$ cat config.mk
export PLATFORM = sky130hd
export DESIGN_NAME = usb_data_buffer_flat
export DESIGN_NICKNAME = d
export VERILOG_FILES = /design/src/rtl/usb_data_buffer_if.sv /design/src/rtl/usb_data_buffer.sv /design/src/flat_wrapper.sv
export SDC_FILE = /design/constraint.sdc
export NUM_CORES = 1
export LEC_CHECK = 0
export CAP_MARGIN = 15
export CORE_AREA = 2 2 192 194
export CTS_CLUSTER_DIAMETER = 30
export DETAILED_ROUTE_END_ITERATION = 10
export DIE_AREA = 0 0 194 196
export PLACE_DENSITY = 0.76
export SYNTH_ARGS = -nofsm -noshare
export SYNTH_HDL_FRONTEND = slang
export SYNTH_SLANG_ARGS = --single-unit
$ cat constraint.sdc
create_clock -name clk -period 4.19 [get_ports clk]
set_input_delay 0.838 -clock clk [delete_from_list [all_inputs] [get_ports clk]]
set_output_delay 0.838 -clock clk [all_outputs]
set_load 0.05 [all_outputs]
$ cat src/rtl/usb_data_buffer_if.sv
// Byte-stream handshake bundle between the USB endpoint agents and the shared
// 64-entry data buffer: store/get strobes, data bytes, occupancy and error.
interface usb_data_buffer_if #(
    parameter int OCC_W = 7
) ();
    logic             flush;
    logic             clear;
    logic             store_rx_packet_data;
    logic [7:0]       rx_packet_data;
    logic             store_tx_data;
    logic [7:0]       tx_data;
    logic             get_rx_data;
    logic [7:0]       rx_data;
    logic             get_tx_packet_data;
    logic [7:0]       tx_packet_data;
    logic [OCC_W-1:0] buffer_occupancy;
    logic             buffer_error;

    modport master (
        output flush, clear,
        output store_rx_packet_data, rx_packet_data,
        output store_tx_data, tx_data,
        output get_rx_data, get_tx_packet_data,
        input  rx_data, tx_packet_data, buffer_occupancy, buffer_error
    );

    modport slave (
        input  flush, clear,
        input  store_rx_packet_data, rx_packet_data,
        input  store_tx_data, tx_data,
        input  get_rx_data, get_tx_packet_data,
        output rx_data, tx_packet_data, buffer_occupancy, buffer_error
    );
endinterface

$ cat src/rtl/usb_data_buffer.sv
// Shared byte FIFO for the AHB-USB endpoint: two producers, two consumers,
// show-ahead head byte, occupancy report and sticky misuse flag.
module usb_data_buffer #(
    parameter int DEPTH = 64,
    parameter int OCC_W = 7
) (
    input  logic             clk,
    input  logic             n_rst,
    usb_data_buffer_if.slave bus
);
    localparam int               IDX_W     = OCC_W - 1;
    localparam logic [OCC_W-1:0] PTR_ONE   = OCC_W'(1);
    localparam logic [OCC_W-1:0] DEPTH_OCC = OCC_W'(DEPTH);

    logic [7:0]       mem_q [DEPTH];
    logic [OCC_W-1:0] wptr_q, wptr_d;
    logic [OCC_W-1:0] rptr_q, rptr_d;
    logic             err_q, err_d;

    logic [OCC_W-1:0] occ_s;
    logic             empty_s, full_s;
    logic             push_req_s, pop_req_s;
    logic             push_ok_s, pop_ok_s;
    logic             err_event_s;
    logic             mem_we_s;
    logic             flush_s;
    logic [7:0]       push_data_s;
    logic [7:0]       head_s;

    // Request decode, acceptance and next-state pointer/error computation
    always_comb begin
        occ_s       = wptr_q - rptr_q;
        empty_s     = (occ_s == {OCC_W{1'b0}});
        full_s      = (occ_s == DEPTH_OCC);
        flush_s     = bus.flush | bus.clear;
        push_req_s  = bus.store_rx_packet_data | bus.store_tx_data;
        pop_req_s   = bus.get_rx_data | bus.get_tx_packet_data;
        pop_ok_s    = pop_req_s & ~empty_s;
        // A full buffer still takes a push when a pop frees a slot this cycle
        push_ok_s   = push_req_s & (~full_s | pop_ok_s);
        err_event_s = (bus.store_rx_packet_data & bus.store_tx_data)
                    | (push_req_s & ~push_ok_s)
                    | (pop_req_s & empty_s);
        if (bus.store_rx_packet_data) begin
            push_data_s = bus.rx_packet_data;
        end else begin
            push_data_s = bus.tx_data;
        end

        wptr_d   = wptr_q;
        rptr_d   = rptr_q;
        err_d    = err_q;
        mem_we_s = 1'b0;
        if (flush_s) begin
            wptr_d = {OCC_W{1'b0}};
            rptr_d = {OCC_W{1'b0}};
            err_d  = 1'b0;
        end else begin
            if (push_ok_s) begin
                wptr_d   = wptr_q + PTR_ONE;
                mem_we_s = 1'b1;
            end else begin
                wptr_d   = wptr_q;
                mem_we_s = 1'b0;
            end
            if (pop_ok_s) begin
                rptr_d = rptr_q + PTR_ONE;
            end else begin
                rptr_d = rptr_q;
            end
            err_d = err_q | err_event_s;
        end
    end

    // Pointer and sticky error registers
    always_ff @(posedge clk or negedge n_rst) begin
        if (!n_rst) begin
            wptr_q <= {OCC_W{1'b0}};
            rptr_q <= {OCC_W{1'b0}};
            err_q  <= 1'b0;
        end else begin
            wptr_q <= wptr_d;
            rptr_q <= rptr_d;
            err_q  <= err_d;
        end
    end

    // Byte storage; contents survive reset and flush on purpose
    always_ff @(posedge clk) begin
        if (mem_we_s) begin
            mem_q[wptr_q[IDX_W-1:0]] <= push_data_s;
        end
    end

    // Show-ahead head byte, forced to zero when nothing is held
    always_comb begin
        if (empty_s) begin
            head_s = 8'h00;
        end else begin
            head_s = mem_q[rptr_q[IDX_W-1:0]];
        end
        bus.rx_data          = head_s;
        bus.tx_packet_data   = head_s;
        bus.buffer_occupancy = occ_s;
        bus.buffer_error     = err_q;
    end
endmodule

$ cat src/flat_wrapper.sv
// flat-port wrapper written by rule: the top's interface ports become plain ports
module usb_data_buffer_flat 
#(
    parameter int DEPTH = 64,
    parameter int OCC_W = 7
)
  (clk, n_rst, bus_flush, bus_clear, bus_store_rx_packet_data, bus_rx_packet_data, bus_store_tx_data, bus_tx_data, bus_get_rx_data, bus_get_tx_packet_data, bus_rx_data, bus_tx_packet_data, bus_buffer_occupancy, bus_buffer_error);
  usb_data_buffer_if #(.OCC_W(OCC_W)) bus_i ();
  input  logic clk;
  input  logic n_rst;
  input wire logic [$bits(bus_i.flush)-1:0] bus_flush;
  input wire logic [$bits(bus_i.clear)-1:0] bus_clear;
  input wire logic [$bits(bus_i.store_rx_packet_data)-1:0] bus_store_rx_packet_data;
  input wire logic [$bits(bus_i.rx_packet_data)-1:0] bus_rx_packet_data;
  input wire logic [$bits(bus_i.store_tx_data)-1:0] bus_store_tx_data;
  input wire logic [$bits(bus_i.tx_data)-1:0] bus_tx_data;
  input wire logic [$bits(bus_i.get_rx_data)-1:0] bus_get_rx_data;
  input wire logic [$bits(bus_i.get_tx_packet_data)-1:0] bus_get_tx_packet_data;
  output wire logic [$bits(bus_i.rx_data)-1:0] bus_rx_data;
  output wire logic [$bits(bus_i.tx_packet_data)-1:0] bus_tx_packet_data;
  output wire logic [$bits(bus_i.buffer_occupancy)-1:0] bus_buffer_occupancy;
  output wire logic [$bits(bus_i.buffer_error)-1:0] bus_buffer_error;
  assign bus_i.flush = bus_flush;
  assign bus_i.clear = bus_clear;
  assign bus_i.store_rx_packet_data = bus_store_rx_packet_data;
  assign bus_i.rx_packet_data = bus_rx_packet_data;
  assign bus_i.store_tx_data = bus_store_tx_data;
  assign bus_i.tx_data = bus_tx_data;
  assign bus_i.get_rx_data = bus_get_rx_data;
  assign bus_i.get_tx_packet_data = bus_get_tx_packet_data;
  assign bus_rx_data = bus_i.rx_data;
  assign bus_tx_packet_data = bus_i.tx_packet_data;
  assign bus_buffer_occupancy = bus_i.buffer_occupancy;
  assign bus_buffer_error = bus_i.buffer_error;
  usb_data_buffer #(.DEPTH(DEPTH), .OCC_W(OCC_W)) u_core (.clk(clk), .n_rst(n_rst), .bus(bus_i));
endmodule
**After elaboration in Yosys (flattened, before gate mapping)**

Memories as Yosys holds them, arrays and structs flattened.
Index checks and enable logic that the tools add are counted.

- $mul: 0
- Eq/ne operators: 1
- Magnitude comparators: 0
- $add $sub $neg: 3
- Divide/modulo/power cells: 0
- Reductions and logical operators: 3
- Bitwise gates (word level): 15
- Muxes and demuxes: 11
- Shift operators: 0

Operators by type and width:

| cell | number |
|---|---|
| 7-bit two-way mux | 4 |
| 8-bit two-way mux | 2 |
| 7-bit by 1-bit adder with 7-bit output (second input constant) | 2 |
| 7-bit == test (second input constant) | 1 |
| 7-bit zero test | 1 |
| 1-bit bitwise OR | 7 |
| 7-bit subtractor | 1 |
| 1-bit AND | 5 |
| 1-bit two-way mux | 5 |
| 2-bit nonzero test | 2 |
| 1-bit NOT | 3 |

- Latch bits: 0
- Bits of input ports: 24
- ROM bits: 0
- Memories: 1
- Output and inout bits: 24
- Bits in registers: 15
- Memory bits (writable): 512

Memory list:

| name | depth | bits a word | read ports | clocked after memory_dff | write ports | line | RTL |
|---|---|---|---|---|---|---|---|
| u_core.mem_q | 64 | 8 | 1 | 0 | 1 | usb_data_buffer.sv:15 | `logic [7:0] mem_q [DEPTH];` |

**Logic depth before layout (Yosys ltp)**

Gate-level depths: netlist of run 1.

- Depth in word-level cells: 12
- Mapped depth: 11
- Mapped depth without buffers: 11

**Least setup slack after synthesis of run 1**

OpenSTA, ideal clock, no wires.

- Kind: register -> output
- Start point: register u_core.rptr_q[1]
- End point: output port bus_tx_packet_data[6]
- Data arrival time: 3.867 ns
- Cell stages (with the launch flop): 11
- Setup slack: -0.515 ns
- Cell sequence: dfrtp_1 buf_2 inv_1 ha_1 nor2b_1 o22ai_1 xnor2_1 nor4_4 buf_2 a22oi_1 buf_4

- Word-level cells in the longest chain between the ends: 3
- Elaborated cells between the ends (all ways): 4

RTL lines:

| item | line | RTL |
|---|---|---|
| from (decl) | usb_data_buffer.sv:17 | `logic [OCC_W-1:0] rptr_q, rptr_d;` |
| from (signal assigned) | usb_data_buffer.sv:79 | `rptr_q <= {OCC_W{1'b0}};` |
| from (signal assigned) | usb_data_buffer.sv:83 | `rptr_q <= rptr_d;` |
| 7-bit subtractor | usb_data_buffer.sv:32 | `occ_s = wptr_q - rptr_q;` |
| named net bus_buffer_occupancy[3] | flat_wrapper.sv:21 | `output wire logic [$bits(bus_i.buffer_occupancy)-1:0] bus_buffer_occupancy;` |
| 7-bit zero test | usb_data_buffer.sv:33 | `empty_s = (occ_s == {OCC_W{1'b0}});` |
| 8-bit two-way mux | usb_data_buffer.sv:97 | `if (empty_s) begin` |
| to (decl) | flat_wrapper.sv:20 | `output wire logic [$bits(bus_i.tx_packet_data)-1:0] bus_tx_packet_data;` |

The timed path passes the listed nets, and every way through them passes these cells.

**Final worst setup path of run 1**

- Start point: register u_core.rptr_q[1]
- End point: output port bus_rx_data[2]

- Word-level cells in the longest chain between the ends: 3
- Elaborated cells between the ends (all ways): 4

RTL lines:

| item | line | RTL |
|---|---|---|
| 7-bit subtractor | usb_data_buffer.sv:32 |  |
| 7-bit zero test | usb_data_buffer.sv:33 |  |
| 8-bit two-way mux * | usb_data_buffer.sv:97 |  |
| to (decl) | flat_wrapper.sv:19 | `output wire logic [$bits(bus_i.rx_data)-1:0] bus_rx_data;` |

Mark *: on every way between the ends. The rest lies on a longest branch, timed or not.

==> impl.org, run 1 <==
** CTS
- The tree is rooted in a sky130_fd_sc_hd__clkbuf_16.
- Number of H-tree levels :: 3
- Max Buffers Root-to-Sink :: 3
- For the worst-skew pair, the clock arrives at the later sink with an insertion delay of 600 ps.
- Counting the buffers created by CTS gives 85.
- The clock drives 527 sinks.
- After clock tree synthesis, the clock-pin slew on the worst setup and hold paths is 50 ps.
- Clock tree from TritonCTS :: built

** Final layout
- Antenna cell count :: 0
- Fraction of final layout cells sized beyond drive strength 1 :: 31.3%
- In the final layout, flip-flops and latches occupy 15800 um^2.
- The filler cells instantiated in the layout total 2005.
- Area added between synthesis and finish :: 21.4%
- Summing all multi-input logic gate instances after layout gives 5200 um^2.
- After routing the design area is 25800 um^2.
- Net total in the final layout :: 1282

** Detailed routing
- The routed layout has 11700 vias.
- For this run, design rule violations remaining after detail routing come to 0.
- In the routed layout, each cell is associated on average with a via count of 6.55.
- Summed over all layers, the routed wires come to 51000 um.
- Routed Antenna Nets :: 0
- 1st-iter DRT viols :: 1592
- The first detailed-routing pass took 7 iterations.
- Detailed-route wire length per cell :: 28.5 um

** Floorplan
- Number of rows in the core area :: 70
- Io pins :: 48
- From bottom edge to top edge, the die measures 196 um.
- From left edge to right edge, the die measures 194 um.
- Initial core utilization :: 58.8%
- The die covers 38000 um^2.
- Core Footprint :: 36100 um^2

** Yosys
- The most used flip-flop cell after synthesis is sky130_fd_sc_hd__edfxtp_1.
- Share of the synthesized area in the top cell type :: 72.4%
- Cell types occupying the most area after synthesis :: sky130_fd_sc_hd__edfxtp_1, sky130_fd_sc_hd__mux4_2, sky130_fd_sc_hd__dfrtp_1
- Most frequent cells after synthesis :: sky130_fd_sc_hd__edfxtp_1, sky130_fd_sc_hd__mux4_2, sky130_fd_sc_hd__nor2_1
- Area of the mapped netlist :: 21200 um^2
- Counting every instance in the synthesized netlist gives 1090.
- Among all cell types in the netlist, the one instantiated most often is sky130_fd_sc_hd__edfxtp_1.
- In this run the mean area of a mapped cell was 19.5 um^2.
- For this run, asynchronously set or reset flops after synthesis account for 2.85%.
- The number of different library cells used by synthesis comes to 59.
- For this run, the register share of the synthesized area comes to 74.2%.
- Of all cell types, the one taking the most synthesized area is sky130_fd_sc_hd__edfxtp_1.
- Total of flip-flops plus latches after synthesis :: 527
- During synthesis, Yosys emitted a total of 0 warnings.
- Number of synthesized flops with an enable pin :: 512
- The number of nets handed over by synthesis was 1123.

** Power
- Register share of total power :: 40.3%
- Combinational share of power :: 11.0%
- Cell internal power dissipation :: 0.0109 W
- The analysis attributes to net switching a power of 0.00363 W.
- Power spread over the standard cell area amounts to 563 nW/um^2.
- IR analysis of the VDD net gives a maximum drop of 467 uV.
- Net switching is 25.0% of the power.
- Clock share of power :: 48.7%
- Standby leakage power :: 8.35 nW

** Critical path
- Largest fanout on the critical path :: 103
- Measured in cells, the most critical reg-to-reg path has a length of 9.
- Across all register-to-register paths, the minimum setup slack is 490 ps.
- At the worst endpoint, the arrival time is 3330 ps.
- Crit path kind :: register to output port
- Walking the worst path, the cells encountered are buf_16 -> mux4_2 -> a22o_1 -> nor3_1 -> a31oi_1 -> o311a_1 -> buf_4.
- Crit path largest cell delay :: 530 ps
- The slowest stage of the critical path is the sky130_fd_sc_hd__a31oi_1 cell.
- For the worst setup path, the data required time is 3350 ps.
- In this run the critical register-to-register path is launched from u_core.rptr_q[2].
- Critical Path End Type :: output port
- STA classifies the critical path startpoint as a register.
- In this run the critical register-to-register path is captured at u_core.mem_q[48][1].

** STA
- The clock arrives with 14.3 ps of skew.
- Transition time of the tightest slew-check pin :: 1010 ps
- Timing would allow up to 240 MHz.
- The number of pins exceeding their max-slew limit in the final report was 0.
- Setup repair after global routing could not meet its margin everywhere.
- Headroom to the max-slew limit came out at 32.9%.
- Min Clock Period, post-route :: 4170 ps
- Final worst-path cycle share :: 99.6%
- Setup violations remaining at the end of the flow were counted as 0.
- Number of hold violations in the final report :: 0
- In the final timing run, aggregate negative setup slack is 0 ps.
- Hold is met by 577 ps.

** Global routing
- The via count of the first global-routing pass was 11900.
- Entering global routing, the biggest net connects 104 pins.
- The total overflow left after global routing is 0.
- The first global-routing pass estimated 76100 um of wire.
- Across every metal layer, demand over resource in global routing totals 27.2%.
- The initial antenna violation count was 0.

** Run status
- The run finished with clean final reports.

** Min path
- Worst Hold Path Cells :: 2
- Worst Min Path Start :: u_core.rptr_q[6]
- The path with the worst hold slack has its endpoint at u_core.rptr_q[6].
- Class of the most critical hold timing path :: register to register

** Placement
- Port-buffer cells :: 47
- The placed instances occupy a cell area of 22600 um^2.
- Routability-driven placement finished with a final weighted congestion of 0.884.
- Summed over all nets, the half-perimeter wirelength after detailed placement is 28500 um.

** Flow run
- Max-cap violations in this run came to 0.
## power by group through the flow
stage                     Combinational [W]  Sequential, W  Clock (W)
after floorplan                     0.00113        0.00595          0
final                               0.00160        0.00585    0.00707
after detailed placement            0.00152        0.00596          0
after global placement              0.00150        0.00596          0
after CTS                           0.00156        0.00586    0.00712
after global routing                0.00168        0.00585    0.00738
## critical path: cells and delay by family, from the launching register on
family | cells | cell delay [ps]
compound gates | 3 | 1010
buf+inv | 2 | 630
flops | 1 | 510
mux | 1 | 350
simple gates | 1 | 70
## sequential cells by signal (all words and copies together), names as in the netlist
register / cells
u_core.bus.buffer_error: 1
u_core.mem_q: 512
u_core.rptr_q: 7
u_core.wptr_q: 7
## worst max path at each step
stage / start / depth (start not counted) / to
floorplan: u_core.rptr_q[3] / 10 / bus_tx_packet_data[6]
global placement: u_core.rptr_q[5] / 9 / bus_tx_packet_data[5]
detailed placement: u_core.rptr_q[5] / 9 / bus_tx_packet_data[5]
CTS: u_core.rptr_q[0] / 10 / bus_tx_packet_data[5]
global route: u_core.rptr_q[1] / 7 / bus_rx_data[1]
finish: u_core.rptr_q[1] / 7 / bus_rx_data[2]
## cells in the final DEF (no fill, tap or decap), drive strengths merged, types with 4 or more instances in the layout
master	n
clkbuf	90
o311a	5
o211ai	17
mux2	8
a22o	10
ha	8
a31oi	6
nor2	88
nand3	8
a22oi	33
clkinv	27
clkinvlp	13
o21ai	5
or3	12
inv	30
mux4	117
nor2b	4
nor3	12
edfxtp	512
a21oi	25
clkdlybuf4s50	27
mux2i	36
dfrtp	15
bufinv	9
nand2	43
buf	106
o22ai	13
## metal layers
layer  vias up  share of wire (%)  GRT usage (%)
met5         -                  0              0
met4         0                3.3           9.43
met3       123                9.5           6.19
met2       736                 49           44.2
met1      6013                 38           37.0
li1       4847                  -              -
## cells by family after synthesis
| logic type | synth area share [%] |
|---|---|
| AO/OA/AOI/OAI | 5.00 |
| multiplexers | 14.5 |
| buffers and inverters | 1.61 |
| flip-flops | 74.2 |
| XOR/XNOR | 0.165 |
| adder cells (fa/ha/maj) | 0.566 |
| AND/OR/NAND/NOR | 3.95 |
## area by class of cell
type | count | area share, %
sequential | 527 | 61.1
clock buffer | 90 | 8.44
multi-input combinational | 491 | 20.2
clock inverter | 69 | 3.00
inverter | 10 | 0.160
tap | 468 | 2.27
timing repair buffer | 134 | 4.82
## stage by stage
stage / worst slack (ps) / std cells / total power [W] / utilization [%]
floorplan: 124 / 1090 / 0.00708 / -
global placement: 547 / 1622 / 0.00746 / 62.8
detailed placement: 462 / 1622 / 0.00748 / 62.8
CTS: -6.12 / 1782 / 0.0145 / 71.1
global route: -8.34 / 1789 / 0.0149 / 71.5
finish: 17.5 / 1789 / 0.0145 / 71.5
## timing repair
| item | in CTS | in global routing |
|---|---|---|
| resized for setup | 5 | 11 |
| pin swaps | 0 | 2 |
| gates cloned | 1 | 0 |
| setup buffers | 0 | 3 |
| endpoints found under the hold margin | 0 | 0 |
| setup endpoints to repair | 16 | 16 |
| hold buffers | 0 | 0 |
Note: power is estimated with default switching activity, not from simulation.
==> run 2: changes to the inputs <==
clock period = 5.2 ns   (was 4.19 ns; I/O delays follow)
==> run 2 against run 1 <==
Effect of this change:
- combinational power down 25%
- setup slack better by 240 ps
- largest cell class unchanged
- hold slack better by 8.2 ps
- critical endpoint unchanged
- largest power group unchanged
- die area unchanged
- register-to-register slack better by 500 ps
- critical path type unchanged
==> impl.org, run 2 (synthesized netlist as in run 1, its figures left out) <==
** Run status
- Status :: completed

** STA
- The number of pins exceeding their max-slew limit in the final report was 0.
- Headroom to the max-slew limit came out at 29.7%.
- Worst hold slack after final layout :: 585 ps
- Timing would allow up to 202 MHz.
- Setup repair after global routing left no endpoint under its margin.
- Setup_tns :: 0 ps
- Number of setup violations in the final report :: 0
- Final worst-path cycle share :: 95.0%
- At the pin with the least slew margin, the transition time is 1060 ps.
- The final-report hold violation count was 0.
- The clock arrives with 23.2 ps of skew.
- Min Clock Period, post-route :: 4940 ps

** Placement
- Port buffering added 47 buffers.
- At the end of routability-driven placement, the weighted congestion stood at 0.918.
- Summing all placed instances gives a cell area of 22200 um^2.
- Final HPWL DP :: 28900 um

** Detailed routing
- Vias per Instance :: 6.70
- After detailed routing, the wire length on met1 is 20000 um.
- For this block, the initial DRC count from the detailed router was 1792.
- Number of vias after detailed routing :: 11600
- Detailed routing placed a total of 5670 um of wire on met3.
- Detailed routing placed a total of 22900 um of wire on met2.
- Uppermost signal routing layer after detailed routing :: met4
- In the routed design, unresolved DRC markers number 0.
- In this run the remaining antenna-violating nets after routing total 0.
- After detailed routing, the total wire length is 50000 um.
- Before antenna repair, the detailed router went through 6 iterations.
- Detailed-route wire length per cell :: 29.0 um

** CTS
- After clock tree synthesis, the clock-pin slew on the worst setup and hold paths is 50 ps.
- Hold bufs inserted after CTS :: 0
- TritonCTS built the clock tree.
- Clock net sink count :: 527
- CTS resizes :: 0
- Number of clock buffers inserted by TritonCTS :: 82
- Number of H-tree levels :: 3
- Buffers added to address setup during post-CTS repair amount to 0.
- Max Buffers Root-to-Sink :: 3
- Root cell of the clock tree :: sky130_fd_sc_hd__clkbuf_16
- The clock reaches the later pin of the worst-skew pair after 610 ps.

** Flow run
- Across the run, the number of max-cap violations was 0.

** Critical path
- The worst setup path is of the register to output port kind.
- Crit path largest cell delay :: 640 ps
- The slowest stage of the critical path is the sky130_fd_sc_hd__dfrtp_4 cell.
- Cells along the critical path :: ha_1 -> inv_1 -> fa_1 -> a21o_1 -> and4_1 -> o21ai_0 -> nand2_1 -> nand2_1 -> o311a_1 -> buf_4
- For the worst setup path, the data required time is 4160 ps.
- STA classifies the critical path startpoint as a register.
- Largest fanout on the critical path :: 16
- The cell that appears most often on the critical path is sky130_fd_sc_hd__nand2_1.
- Critical Path End Type :: output port
- Data arrives at the worst endpoint at 3900 ps.

** Final layout
- Finished Cell Area :: 25000 um^2
- Relative to the synthesized area, the layout overhead comes to 17.9%.
- Most frequent cells in the layout :: sky130_fd_sc_hd__edfxtp_1, sky130_fd_sc_hd__mux4_2, sky130_fd_sc_hd__nor2_1
- Largest register FFs :: 512
- The post-route netlist has 26.4% of its cells at a drive strength greater than 1.
- The filler cells instantiated in the layout total 2124.
- Commonest non-fill, non-tap cell in the layout :: sky130_fd_sc_hd__edfxtp_1
- Net total in the final layout :: 1222

** Floorplan
- Die H :: 196 um
- In this run the count of I/O pins placed on the die edge is 48.
- Width of the die :: 194 um
- Initial core utilization :: 58.8%
- Number of rows in the core area :: 70
- Core Footprint :: 36100 um^2
- Die area :: 38000 um^2

** Power
- Total design power :: 0.0114 W
- The worst-case IR drop observed on VDD is 376 uV.
- For this design the static power due to leakage is 7.92 nW.
- Power Density :: 456 nW/um^2

** Global routing
- Global-route wire length before repair :: 75000 um
- The via count of the first global-routing pass was 11400.
- Global routing consumed, over all layers together, 26.8% of the routing resources.
- Initial antenna violation count :: 1
- Maximum number of pins on one net before global-route repair :: 121
- Summed over all layers, the global routing overflow is 0.

** Min path
- Class of the most critical hold timing path :: register to register
run 2: cell types whose count changed in the layout (fill, tap and decap cells not counted), sizes merged:
cell	delta
clkinv	+2
inv	+1
clkdlybuf4s50	+3
buf	-59
clkinvlp	-6
bufinv	-3
bufbuf	-1
diode	+1
run 2: critical path, delay by kind of cell (launching register included):
kind / cells / cell delay, ps
simple gates: 3 / 950
flops: 1 / 640
compound gates: 3 / 770
buf+inv: 2 / 280
fa+ha+maj: 2 / 670
run 2: area by class of cell:
cell class | count | area (um^2) | area share (%)
Antenna cell | 1 | 2.50 | 0.00999
Multi-Input combinational cell | 491 | 5140 | 20.5
Inverter | 10 | 37.5 | 0.150
Timing Repair Buffer | 77 | 691 | 2.76
Clock buffer | 90 | 2120 | 8.48
Sequential cell | 527 | 15800 | 62.9
Clock inverter | 63 | 704 | 2.81
Tap cell | 468 | 586 | 2.34
run 2: power breakdown:
| group | switching, W | total, W | internal, W |
|---|---|---|---|
| clock | 0.00213 | 0.00549 | 0.00336 |
| sequential | 0.0000177 | 0.00472 | 0.00471 |
| combinational | 0.000767 | 0.00120 | 0.000435 |
| total | 0.00292 | 0.0114 | 0.00850 |
run 2: metrics by stage:
| step | cells | setup slack, ps | utilization [%] |
|---|---|---|---|
| 4_1_cts | 1726 | 312 | 69.4 |
| 3_5_place_dp | 1573 | 947 | 61.6 |
| 5_1_grt | 1726 | 34.5 | 69.4 |
| 3_3_place_gp | 1573 | 1050 | 61.6 |
| 2_1_floorplan | 1090 | 293 | - |
| 6_report | 1727 | 260 | 69.4 |
run 2: path summary, 6_finish.rpt:
| path | start | endpoint | slack, ps | depth (start not counted) |
|---|---|---|---|---|
| worst max-delay path | u_core.rptr_q[0] | bus_rx_data[2] | 260 | 10 |
| worst min-delay path | u_core.rptr_q[6] | u_core.rptr_q[6] | 590 | 2 |
| worst max register to register | u_core.rptr_q[3] | u_core.mem_q[11][6] | 990 | 8 |
| worst min register to register | u_core.rptr_q[6] | u_core.rptr_q[6] | 590 | 2 |
| max in group asynchronous | n_rst | u_core.rptr_q[0] | 3670 | 1 |
| min in group asynchronous | n_rst | u_core.rptr_q[6] | 920 | 1 |
run 2: per-layer routing:
layer / track usage [%] / up-vias
met5: 0 / -
met3: 6.89 / 106
met4: 9.68 / 0
met2: 39.1 / 778
met1: 39.7 / 5965
li1: - / 4728
==> run 3: changes to the inputs <==
CAP_MARGIN = 20   (was 15)
==> results of run 3 <==
The final DEF is identical to that of run 2; final timing and power are the same.
